===== src/rtl/piso_serializer.sv =====
// -----------------------------------------------------------------------------
// piso_serializer
//
// Parallel-in / serial-out transmitter feeding the serial input of a
// serial-in shift register receiver. A WIDTH-bit word is taken over a
// valid/ready handshake into a one-entry holding buffer, then shifted out one
// bit per clock. data_in[WIDTH-1] goes first and data_in[0] goes last. The
// receiver shifts toward higher indices, so its Q[0:WIDTH-1] ends up equal to
// the word. When a word is already waiting, frames stream back-to-back with no
// idle cycle between them.
//
// Ports
//   clk         rising-edge clock, shared with the receiver
//   rst_n       asynchronous active-low reset
//   load_valid  a word on data_in is offered this cycle
//   load_ready  holding buffer empty; a word can be accepted
//   data_in     parallel word [0:WIDTH-1]; index 0 is the leftmost receiver stage
//   ser_out     serial bit (registered)
//   ser_en      ser_out carries a valid frame bit (registered)
//   frame_last  ser_out carries the last bit of the frame (registered)
// -----------------------------------------------------------------------------
module piso_serializer #(
  parameter int unsigned WIDTH = 4
) (
  input  logic             clk,
  input  logic             rst_n,
  input  logic             load_valid,
  output logic             load_ready,
  input  logic [0:WIDTH-1] data_in,
  output logic             ser_out,
  output logic             ser_en,
  output logic             frame_last
);

  localparam int unsigned     CW       = (WIDTH > 1) ? $clog2(WIDTH) : 1;
  localparam logic [CW-1:0]   LAST_CNT = CW'(WIDTH - 1);

  typedef enum logic {
    IDLE  = 1'b0,
    SHIFT = 1'b1
  } state_t;

  state_t           state_r;
  logic [0:WIDTH-1] hold_r;
  logic             hold_full_r;
  logic [0:WIDTH-1] sh_r;
  logic [CW-1:0]    cnt_r;
  logic             ser_out_r;
  logic             ser_en_r;
  logic             frame_last_r;

  logic             accept_s;
  logic [CW-1:0]    cnt_inc_s;
  logic [CW-1:0]    idx_s;

  // Handshake and the shifter index of the bit presented after the next edge.
  // The outputs are registered, so at each edge they are loaded with the bit
  // that belongs to the incremented count.
  always_comb begin
    accept_s  = load_valid && !hold_full_r;
    cnt_inc_s = cnt_r + CW'(1);
    idx_s     = LAST_CNT - cnt_inc_s;
  end

  // load_ready is a pure function of the buffer flag; no path from load_valid.
  assign load_ready = !hold_full_r;
  assign ser_out    = ser_out_r;
  assign ser_en     = ser_en_r;
  assign frame_last = frame_last_r;

  // Holding buffer, frame FSM, bit counter and registered serial outputs.
  // An accept and a hold-to-shifter transfer are mutually exclusive:
  // accept needs hold_full_r low, transfer needs it high.
  always_ff @(posedge clk or negedge rst_n) begin
    if (!rst_n) begin
      state_r      <= IDLE;
      hold_r       <= '0;
      hold_full_r  <= 1'b0;
      sh_r         <= '0;
      cnt_r        <= '0;
      ser_out_r    <= 1'b0;
      ser_en_r     <= 1'b0;
      frame_last_r <= 1'b0;
    end else begin
      if (accept_s) begin
        hold_r      <= data_in;
        hold_full_r <= 1'b1;
      end

      case (state_r)
        IDLE: begin
          if (hold_full_r) begin
            sh_r         <= hold_r;
            hold_full_r  <= 1'b0;
            cnt_r        <= '0;
            state_r      <= SHIFT;
            ser_en_r     <= 1'b1;
            ser_out_r    <= hold_r[WIDTH-1];
            frame_last_r <= 1'b0;
          end else begin
            ser_en_r     <= 1'b0;
            ser_out_r    <= 1'b0;
            frame_last_r <= 1'b0;
          end
        end

        SHIFT: begin
          if (cnt_r != LAST_CNT) begin
            cnt_r        <= cnt_inc_s;
            ser_en_r     <= 1'b1;
            ser_out_r    <= sh_r[idx_s];
            frame_last_r <= (cnt_inc_s == LAST_CNT);
          end else if (hold_full_r) begin
            // Gapless streaming: the next frame's first bit follows the last.
            sh_r         <= hold_r;
            hold_full_r  <= 1'b0;
            cnt_r        <= '0;
            ser_en_r     <= 1'b1;
            ser_out_r    <= hold_r[WIDTH-1];
            frame_last_r <= 1'b0;
          end else begin
            state_r      <= IDLE;
            cnt_r        <= '0;
            ser_en_r     <= 1'b0;
            ser_out_r    <= 1'b0;
            frame_last_r <= 1'b0;
          end
        end

        default: begin
          state_r      <= IDLE;
          cnt_r        <= '0;
          ser_en_r     <= 1'b0;
          ser_out_r    <= 1'b0;
          frame_last_r <= 1'b0;
        end
      endcase
    end
  end

endmodule


===== config.mk =====
export PLATFORM = sky130hd
export DESIGN_NAME = piso_serializer
export DESIGN_NICKNAME = d
export VERILOG_FILES = /design/src/rtl/piso_serializer.sv
export SDC_FILE = /design/constraint.sdc
export NUM_CORES = 1
export LEC_CHECK = 0
export BUFFER_PORTS_ARGS = -buffer_cell sky130_fd_sc_hd__buf_2
export CORE_AREA = 3 3 40 42
export DETAILED_ROUTE_END_ITERATION = 6
export DIE_AREA = 0 0 43 45
export PLACE_DENSITY_LB_ADDON = 0.15
export SLEW_MARGIN = 20
export SYNTH_ARGS = -nofsm -noshare
export SYNTH_HDL_FRONTEND = slang
export SYNTH_SLANG_ARGS = --single-unit
export TNS_END_PERCENT = 30

===== constraint.sdc =====
create_clock -name clk -period 2.4 [get_ports clk]
set_input_delay 0.12 -clock clk [delete_from_list [all_inputs] [get_ports clk]]
set_output_delay 0.12 -clock clk [all_outputs]
set_load 0.005 [all_outputs]

==> summary by stage, run 1 <==
Yosys
In this run the mean area of a mapped cell was 13.57 µm². The share of the yosys chip area belonging to registers is 57.38%. The synthesized netlist occupies a cell area of 610.6 µm². The synthesized netlist contains 16 unique library cells. The number of warnings reported in the yosys synthesis log is 0. The post-synthesis net count is 55. The flop and latch count out of synthesis is 14. After technology mapping, the gate count stands at 45.

Power
The part of the power in the clock network is 13.3%. Combinational logic is responsible for 36.8% of the overall power. The leakage power figure is 0.0003461 µW. Net switching is 32.27% of the power. The power density over cell area is 1268 mW/mm². The sequential share of power is 49.9%. The internal portion of the total power is 611.3 µW. The largest vdd supply drop is 0.0006348 V. The analysis attributes to net switching a power of 291.3 µW.

Die
The number of I/O pins is 11. For this configuration, the core starts out at a cell density of 47.52%. The width of the chip is 43 µm. The vertical die dimension is 45 µm. The die covers 0.001935 mm². The initialized floorplan defines 13 standard-cell rows.

The core box area is 0.001285 mm².

Layout
The layout overhead on the synthesized area is 16.60%. The filler cell count is 109. The antenna diode instance count is 0. The final layout net count is 71. The fraction of layout cells with a size suffix above 1 is 42.37%. Cells fill 55.40% of the core in the end.

Route
The number of detailed-route iterations in the first pass is 2. The number of vias per cell after detailed routing is 4.892. The count of nets left with antenna violations once routing finished came out at 0.

The total DRC errors in the routed layout is 0. The number of DRC markers after the initial detailed-route iteration is 2. Summed over all layers, the routed wires come to 916 µm. The wire length per cell is 12.38 µm. The via count is 362.

Setup path
At the worst endpoint, the required time is 2.54 ns. The critical path capture point type is a flip-flop. The critical path's slowest cell is sky130_fd_sc_hd__dfrtp_1.

The kind of launch point of the worst setup path is a flip-flop. For this run, the slowest stage of the critical path takes 0.48 ns. Walking the worst path, the cells encountered are inv_1, ha_1, nor3b_1, a311o_1. The arrival time at the worst endpoint is 1.60 ns.

The largest fanout of any net on the critical path is 7. The worst setup path category is flip-flop to flip-flop.

Placement
The post-placement setup slack is 0.9442 ns. The congestion estimate from routability-driven global placement came to 0.7016. Port buffering added 10 buffers.

Run
The total of max-cap violations is 0.

STA
The number of failing hold endpoints at the final stage is 0. The maximum achievable frequency is 0.6858 GHz. The slack of the critical path is 0.9419 ns. For the final routed database, the setup TNS stands at 0 ns. The clock skew is 0.006006 ns.

The number of pins exceeding their max-slew limit in the final report was 0. The time the worst path needs with I/O delays and setup is 1.458 ns. Setup repair after global routing left no endpoint under its margin.

The setup violation total in the final timing report is 0. The remaining max-slew budget at the tightest pin is 79.17%. The transition time at the pin with the least slew margin is 0.3125 ns.

The part of the cycle the worst path needs is 60.75%.

Clock tree
The root buffer cell chosen for the clock tree is sky130_fd_sc_hd__clkbuf_4. The number of buffers between clock root and the deepest sink is 2. The clock-pin slew of the registers on the worst-case setup and hold paths is 0.08 ns. The clock drives 14 sinks. The count of H-tree levels built during CTS is 1. TritonCTS built the clock tree. Counting the buffers created by CTS gives 3.

The later pin in the worst-skew pair is clocked with a latency of 0.26 ns.

Outcome
The run finished with clean final reports.

Global route
The total global routing overflow is 0. The initial antenna violation count is 0. The number of global-route vias before repair is 375. Across every metal layer, demand over resource in global routing totals 11.45%. Entering global routing, the biggest net connects 15 pins.

The first global-routing pass estimated 1614 µm of wire.

Worst hold path
In this run the worst hold path is classified as input port to flip-flop.
-- stage by stage --
step / std cells / cell area [µm²] / power (µW) / hold WS, ns
3_5_place_dp: 70 / 679.4 / 792.3 / 0.02819
6_report: 74 / 711.9 / 902.5 / 0.08141
2_1_floorplan: 45 / 610.6 / 695.4 / -0.1756
3_3_place_gp: 70 / 679.4 / 790.2 / 0.02967
4_1_cts: 74 / 711.9 / 918.4 / 0.07057
5_1_grt: 74 / 711.9 / 984.7 / 0.07658
-- critical path, delay by kind of cell, from the launching register on --
kind / cells / cell delay (ns)
flip-flops: 1 / 0.48
adder cells (fa/ha/maj): 1 / 0.32
AO/OA/AOI/OAI: 1 / 0.32
AND/OR/NAND/NOR: 1 / 0.15
buffers and inverters: 1 / 0.08
-- routing by layer --
metal  wire length, µm  GRT usage, %  vias to the layer above
li1                  -             -                      180
met3                68         4.382                        2
met1               439         13.74                      169
met2               401         18.26                       11
met4                 6         5.422                        0
met5                 0             0                        -
-- cells in the mapped netlist --
cell type / number / area share [%]
sky130_fd_sc_hd__a311o_1: 1 / 1.6
sky130_fd_sc_hd__dfrtp_1: 14 / 57
sky130_fd_sc_hd__nor3b_1: 1 / 1.2
sky130_fd_sc_hd__mux2i_1: 2 / 3.3
sky130_fd_sc_hd__ha_1: 3 / 6.1
sky130_fd_sc_hd__nor2b_4: 1 / 2.3
sky130_fd_sc_hd__nand2_4: 1 / 1.8
sky130_fd_sc_hd__nor2_1: 1 / 0.61
sky130_fd_sc_hd__nand2_1: 2 / 1.2
sky130_fd_sc_hd__mux2_2: 8 / 15
sky130_fd_sc_hd__o21ai_0: 3 / 2.5
sky130_fd_sc_hd__and2_1: 1 / 1.0
sky130_fd_sc_hd__inv_1: 4 / 2.5
sky130_fd_sc_hd__nand2b_2: 1 / 1.4
sky130_fd_sc_hd__a31o_2: 1 / 1.4
sky130_fd_sc_hd__nor3_1: 1 / 0.82
-- cell type report --
type | count | area [µm²] | area share [%]
clock buffer | 3 | 22.52 | 3.163
inverter | 4 | 15.01 | 2.109
multi-input combinational | 27 | 245.2 | 34.45
sequential | 14 | 350.3 | 49.21
tap | 15 | 18.77 | 2.636
timing repair buffer | 11 | 60.06 | 8.436
-- layout by cell type (no fill, tap or decap) --
cell type	instances
sky130_fd_sc_hd__dfrtp_1	14
sky130_fd_sc_hd__buf_2	10
sky130_fd_sc_hd__mux2_2	8
sky130_fd_sc_hd__inv_1	4
sky130_fd_sc_hd__o21ai_0	3
sky130_fd_sc_hd__ha_1	3
sky130_fd_sc_hd__clkbuf_4	3
sky130_fd_sc_hd__mux2i_1	2
sky130_fd_sc_hd__nand2_1	2
sky130_fd_sc_hd__and2_1	1
sky130_fd_sc_hd__nand2b_2	1
sky130_fd_sc_hd__nor3b_1	1
sky130_fd_sc_hd__nor3_1	1
sky130_fd_sc_hd__a311o_1	1
sky130_fd_sc_hd__nor2b_4	1
sky130_fd_sc_hd__a31o_2	1
sky130_fd_sc_hd__nand2_4	1
sky130_fd_sc_hd__nor2_1	1
sky130_fd_sc_hd__dlygate4sd3_1	1
-- cell families after synthesis --
| group | share of synthesized area, % |
|---|---|
| flip-flops | 57.38 |
| AO/OA/AOI/OAI | 5.532 |
| multiplexers | 18.03 |
| AND/OR/NAND/NOR | 10.45 |
| buffers and inverters | 2.458 |
| adder cells (fa/ha/maj) | 6.148 |
-- worst paths after layout --
path / slack (ns) / endpoint / cells past startpoint / startpoint
worst max-delay path: 0.94 / ser_out / 4 / cnt_r[0]
worst min-delay path: 0.08 / hold_r[0] / 2 / data_in[0]
worst max register to register: 0.94 / ser_out / 4 / cnt_r[0]
worst min register to register: 0.51 / sh_r[0] / 1 / sh_r[0]
max in group asynchronous: 1.87 / hold_r[2] / 2 / rst_n
min in group asynchronous: 0.29 / frame_last / 2 / rst_n
-- flip-flops by register name (all words and copies together), names as in the netlist --
name / count
cnt_r: 2
ser_out: 1
sh_r: 4
hold_full_r: 1
frame_last: 1
hold_r: 4
ser_en: 1
-- power groups by stage --
| stage | Sequential, µW | Clock, µW | Combinational, µW |
|---|---|---|---|
| 2_1_floorplan | 435 | 0 | 261 |
| 3_3_place_gp | 456 | 0 | 334 |
| 5_1_grt | 466 | 143 | 376 |
| 3_5_place_dp | 456 | 0 | 337 |
| 4_1_cts | 451 | 129 | 338 |
| 6_report | 450 | 120 | 332 |
-- repair_timing --
item                                   CTS  global route
setup buffers                            0             0
hold buffers                             1             0
gates resized for setup                  0             0
endpoints found under the hold margin   14             0
Note: power is estimated with default switching activity, not from simulation.
==> inputs of run 2 (changes only) <==
--- a/config.mk
+++ b/config.mk
@@ -6,9 +6,9 @@
 export NUM_CORES = 1
 export LEC_CHECK = 0
 export BUFFER_PORTS_ARGS = -buffer_cell sky130_fd_sc_hd__buf_2
-export CORE_AREA = 3 3 40 42
+export CORE_MARGIN = 3
+export CORE_UTILIZATION = 46
 export DETAILED_ROUTE_END_ITERATION = 6
-export DIE_AREA = 0 0 43 45
 export PLACE_DENSITY_LB_ADDON = 0.15
 export SLEW_MARGIN = 20
 export SYNTH_ARGS = -nofsm -noshare
==> constraint.sdc (replaced) <==
create_clock -name clk -period 1.2 [get_ports clk]
set_input_delay 0.06 -clock clk [delete_from_list [all_inputs] [get_ports clk]]
set_output_delay 0.06 -clock clk [all_outputs]
set_load 0.005 [all_outputs]
==> run 2 against run 1 <==
Net effect: the flow now finishes with violations (setup timing); non-clock buffer count grew 6; die area down 7.0%; critical path depth unchanged; final cell count increased by 8.1%; fmax increased by 9.2%; via count up 14%; clock-buffer cell count rose by 1; largest power group is now combinational logic; clock power rose to 2.8 times the previous value; worst setup slack lost 1.1 ns.
==> summary by stage, run 2 (same netlist as run 1, synthesis figures left out) <==
Clock tree
The post-CTS setup-driven buffer insertion count is 0 (unchanged). The clock root buffer is sky130_fd_sc_hd__clkbuf_4 (unchanged). The count of H-tree levels built during CTS is 1 (unchanged). The number of buffers between clock root and the deepest sink is 2 (unchanged). The CTS tree was done (unchanged). The number of sinks handled by clock tree synthesis is 14 (unchanged). The total CTS buffers is 3 (unchanged). The clock latency reported for the late side of the worst-skew pair is 0.27 ns (was 0.26 ns). The clock-pin slew of the registers on the worst-case setup and hold paths is 0.08 ns (about the same).

Setup path
The worst setup path category was flip-flop to flip-flop (unchanged). The number of cells traversed by the worst register-to-register path came to 4 (unchanged). The startpoint of the most critical register-to-register path is cnt_r[1] (was cnt_r[0]).

The arrival time at the worst endpoint came to 1.50 ns (was 1.60 ns). The largest fanout of any net on the critical path is 5 (was 7). The kind of launch point of the worst setup path is a flip-flop (unchanged).

The data required time of the worst path was 1.36 ns (was 2.54 ns). The startpoint of the most critical setup path is cnt_r[1] (was cnt_r[0]). The critical path capture point type is a flip-flop (unchanged).

Global route
The global-route met3 utilization is 3.004% (was 4.382%). The maximum number of pins on one net before global-route repair was 15 (unchanged). The total global routing overflow came to 0 (unchanged).

The global-route met2 utilization is 27.96% (was 18.26%). The first-pass GRT wire length is 2090 µm (was 1614 µm). The global-route usage over all layers is 15.73% (was 11.45%).

The met1 track demand over resource in global routing came to 17.74% (was 13.74%). The initial antenna violation count is 0 (unchanged). The number of global-route vias before repair is 465 (was 375). The layer carrying the most global-route usage is met2 (unchanged).

STA
The remaining max-slew budget at the tightest pin is 79.29% (was 79.17%). The time the worst path needs with I/O delays and setup is 1.335 ns (was 1.458 ns). The clock skew is 0.003056 ns (was 0.006006 ns). The number of pins exceeding their max-slew limit in the final report is 0 (unchanged).

The part of the cycle the worst path needs is 111.3% (was 60.75%). RSZ-0062 raised after global routing: yes (was no). The number of failing hold endpoints at the final stage came to 0 (unchanged). The tightest hold margin came to 0.01481 ns (was 0.08141 ns).

The maximum achievable frequency is 0.7491 GHz (was 0.6858 GHz). The slack of the critical path is -0.1350 ns (was 0.9419 ns). The setup violation total in the final timing report is 5 (was 0). The transition time at the pin with the least slew margin is 0.3106 ns (was 0.3125 ns).

Placement
The weighted congestion at the end of routability-driven global placement is 0.7259 (was 0.7016). The placed cell area is 752.0 µm² (was 679.4 µm²). The final HPWL from detailed placement is 888 µm. The number of port buffers is 10 (unchanged).

Die
The site row count is 12 (was 13). The core box area is 0.001171 mm² (was 0.001285 mm²). The width of the chip came to 42.43 µm (was 43 µm). The number of I/O pins is 11 (unchanged).

The total die area came to 0.001800 mm² (was 0.001935 mm²). The vertical die dimension was 42.43 µm (was 45 µm). The starting utilization of the core area was 52.14% (was 47.52%).

Route
The residual antenna-violating net count after detailed routing is 0 (unchanged). The number of detailed-route iterations in the first pass is 4 (was 2). The number of vias per cell after detailed routing is 5.150 (was 4.892). The via count came to 412 (was 362).

The detailed-route wire length was 1222 µm (was 916 µm). The total DRC errors in the routed layout is 0 (unchanged). The number of DRC markers after the initial detailed-route iteration is 6 (was 2). The wire length per cell is 15.28 µm (was 12.38 µm).

Layout
The most common cell after layout, fill and taps aside is sky130_fd_sc_hd__dfrtp_1 (unchanged). Highest-count cells in the layout ignoring fill and taps: sky130_fd_sc_hd__dfrtp_1 (12), sky130_fd_sc_hd__buf_2 (10), sky130_fd_sc_hd__mux2_4 (4), sky130_fd_sc_hd__mux2_2 (4), sky130_fd_sc_hd__buf_4 (4) (was sky130_fd_sc_hd__dfrtp_1 (14), sky130_fd_sc_hd__buf_2 (10), sky130_fd_sc_hd__mux2_2 (8)). The fraction of layout cells with a size suffix above 1 is 59.09% (was 42.37%). Top Registers: hold_r: 4 flops, sh_r: 4 flops, cnt_r: 2 flops (unchanged). The area of all placed cells without fillers is 844.6 µm² (was 711.9 µm²).

The layout overhead on the synthesized area was 38.32% (was 16.60%). The final layout net count is 77 (was 71). The antenna diode instance count is 0 (unchanged).

Worst hold path
The launch point of the worst hold path is data_in[0] (unchanged). The cell count of the worst hold path is 2 (unchanged). The class of the tightest hold or removal check is input port to flip-flop (unchanged).

Power
The largest vdd supply drop is 0.001597 V (was 0.0006348 V). The power density over cell area is 2846 mW/mm² (was 1268 mW/mm²). The leakage power figure is 0.0004022 µW (was 0.0003461 µW).

Outcome
Result of the run: finished with violations (was finished clean). The final reports fail on setup timing.

Run
The total of max-cap violations is 0 (unchanged).
[run 2: cell count changes in the layout (fill, tap and decap cells not counted), sizes merged]
| cell | before | now |
|---|---|---|
| dlygate4sd3 | 1 | 2 |
| clkbuf | 3 | 4 |
| buf | 10 | 15 |
[run 2: routing by layer]
metal	vias to the layer above	wire (µm)
met4	0	28
met2	15	624
met3	4	68
li1	198	-
met1	195	501
met5	-	0
[run 2: final timing paths]
check                      slack [ns]   endpoint
max                             -0.14    sh_r[1]
min                              0.01  hold_r[0]
max reg2reg                     -0.14    sh_r[1]
min reg2reg                      0.53    sh_r[0]
max in group asynchronous        0.75   cnt_r[0]
min in group asynchronous        0.20    ser_out
[run 2: critical path, stage by stage (launching register included)]
cell and delay (ns):
sky130_fd_sc_hd__dfrtp_2 0.46, sky130_fd_sc_hd__ha_4 0.17, sky130_fd_sc_hd__nand2b_4 0.17, sky130_fd_sc_hd__nand2_4 0.11, sky130_fd_sc_hd__mux2_4 0.31
[run 2: stage by stage]
stage / util [%] / setup TNS (ns) / total power (µW) / std cells / setup WS, ns
6_report: 72.12 / -0.5847 / 2404 / 80 / -0.1350
5_1_grt: 72.12 / -0.7533 / 2592 / 80 / -0.1605
4_1_cts: 68.16 / -0.6532 / 2248 / 79 / -0.1473
3_5_place_dp: 64.21 / -0.5311 / 1887 / 74 / -0.1217
3_3_place_gp: 64.21 / -0.3486 / 1789 / 74 / -0.07790
2_1_floorplan: - / -0.3925 / 1524 / 45 / -0.08076
[run 2: repair_timing]
item                                    CTS  global route
gates resized for setup                   1             7
endpoints found under the setup margin    5             5
hold buffers                              1             1
hold endpoints to repair                 14             1
pin swaps                                 1             1
[run 2: cell type report]
class | instances | area (µm²)
sequential | 14 | 352.8
fill | 86 | 326.6
multi-input combinational | 27 | 311.5
timing repair buffer | 17 | 111.4
clock buffer | 4 | 36.28
tap | 14 | 17.52
inverter | 4 | 15.01
[run 2: power breakdown]
part	switching, µW	internal, µW
Clock	148	184
Sequential	236	715
Combinational	435	686
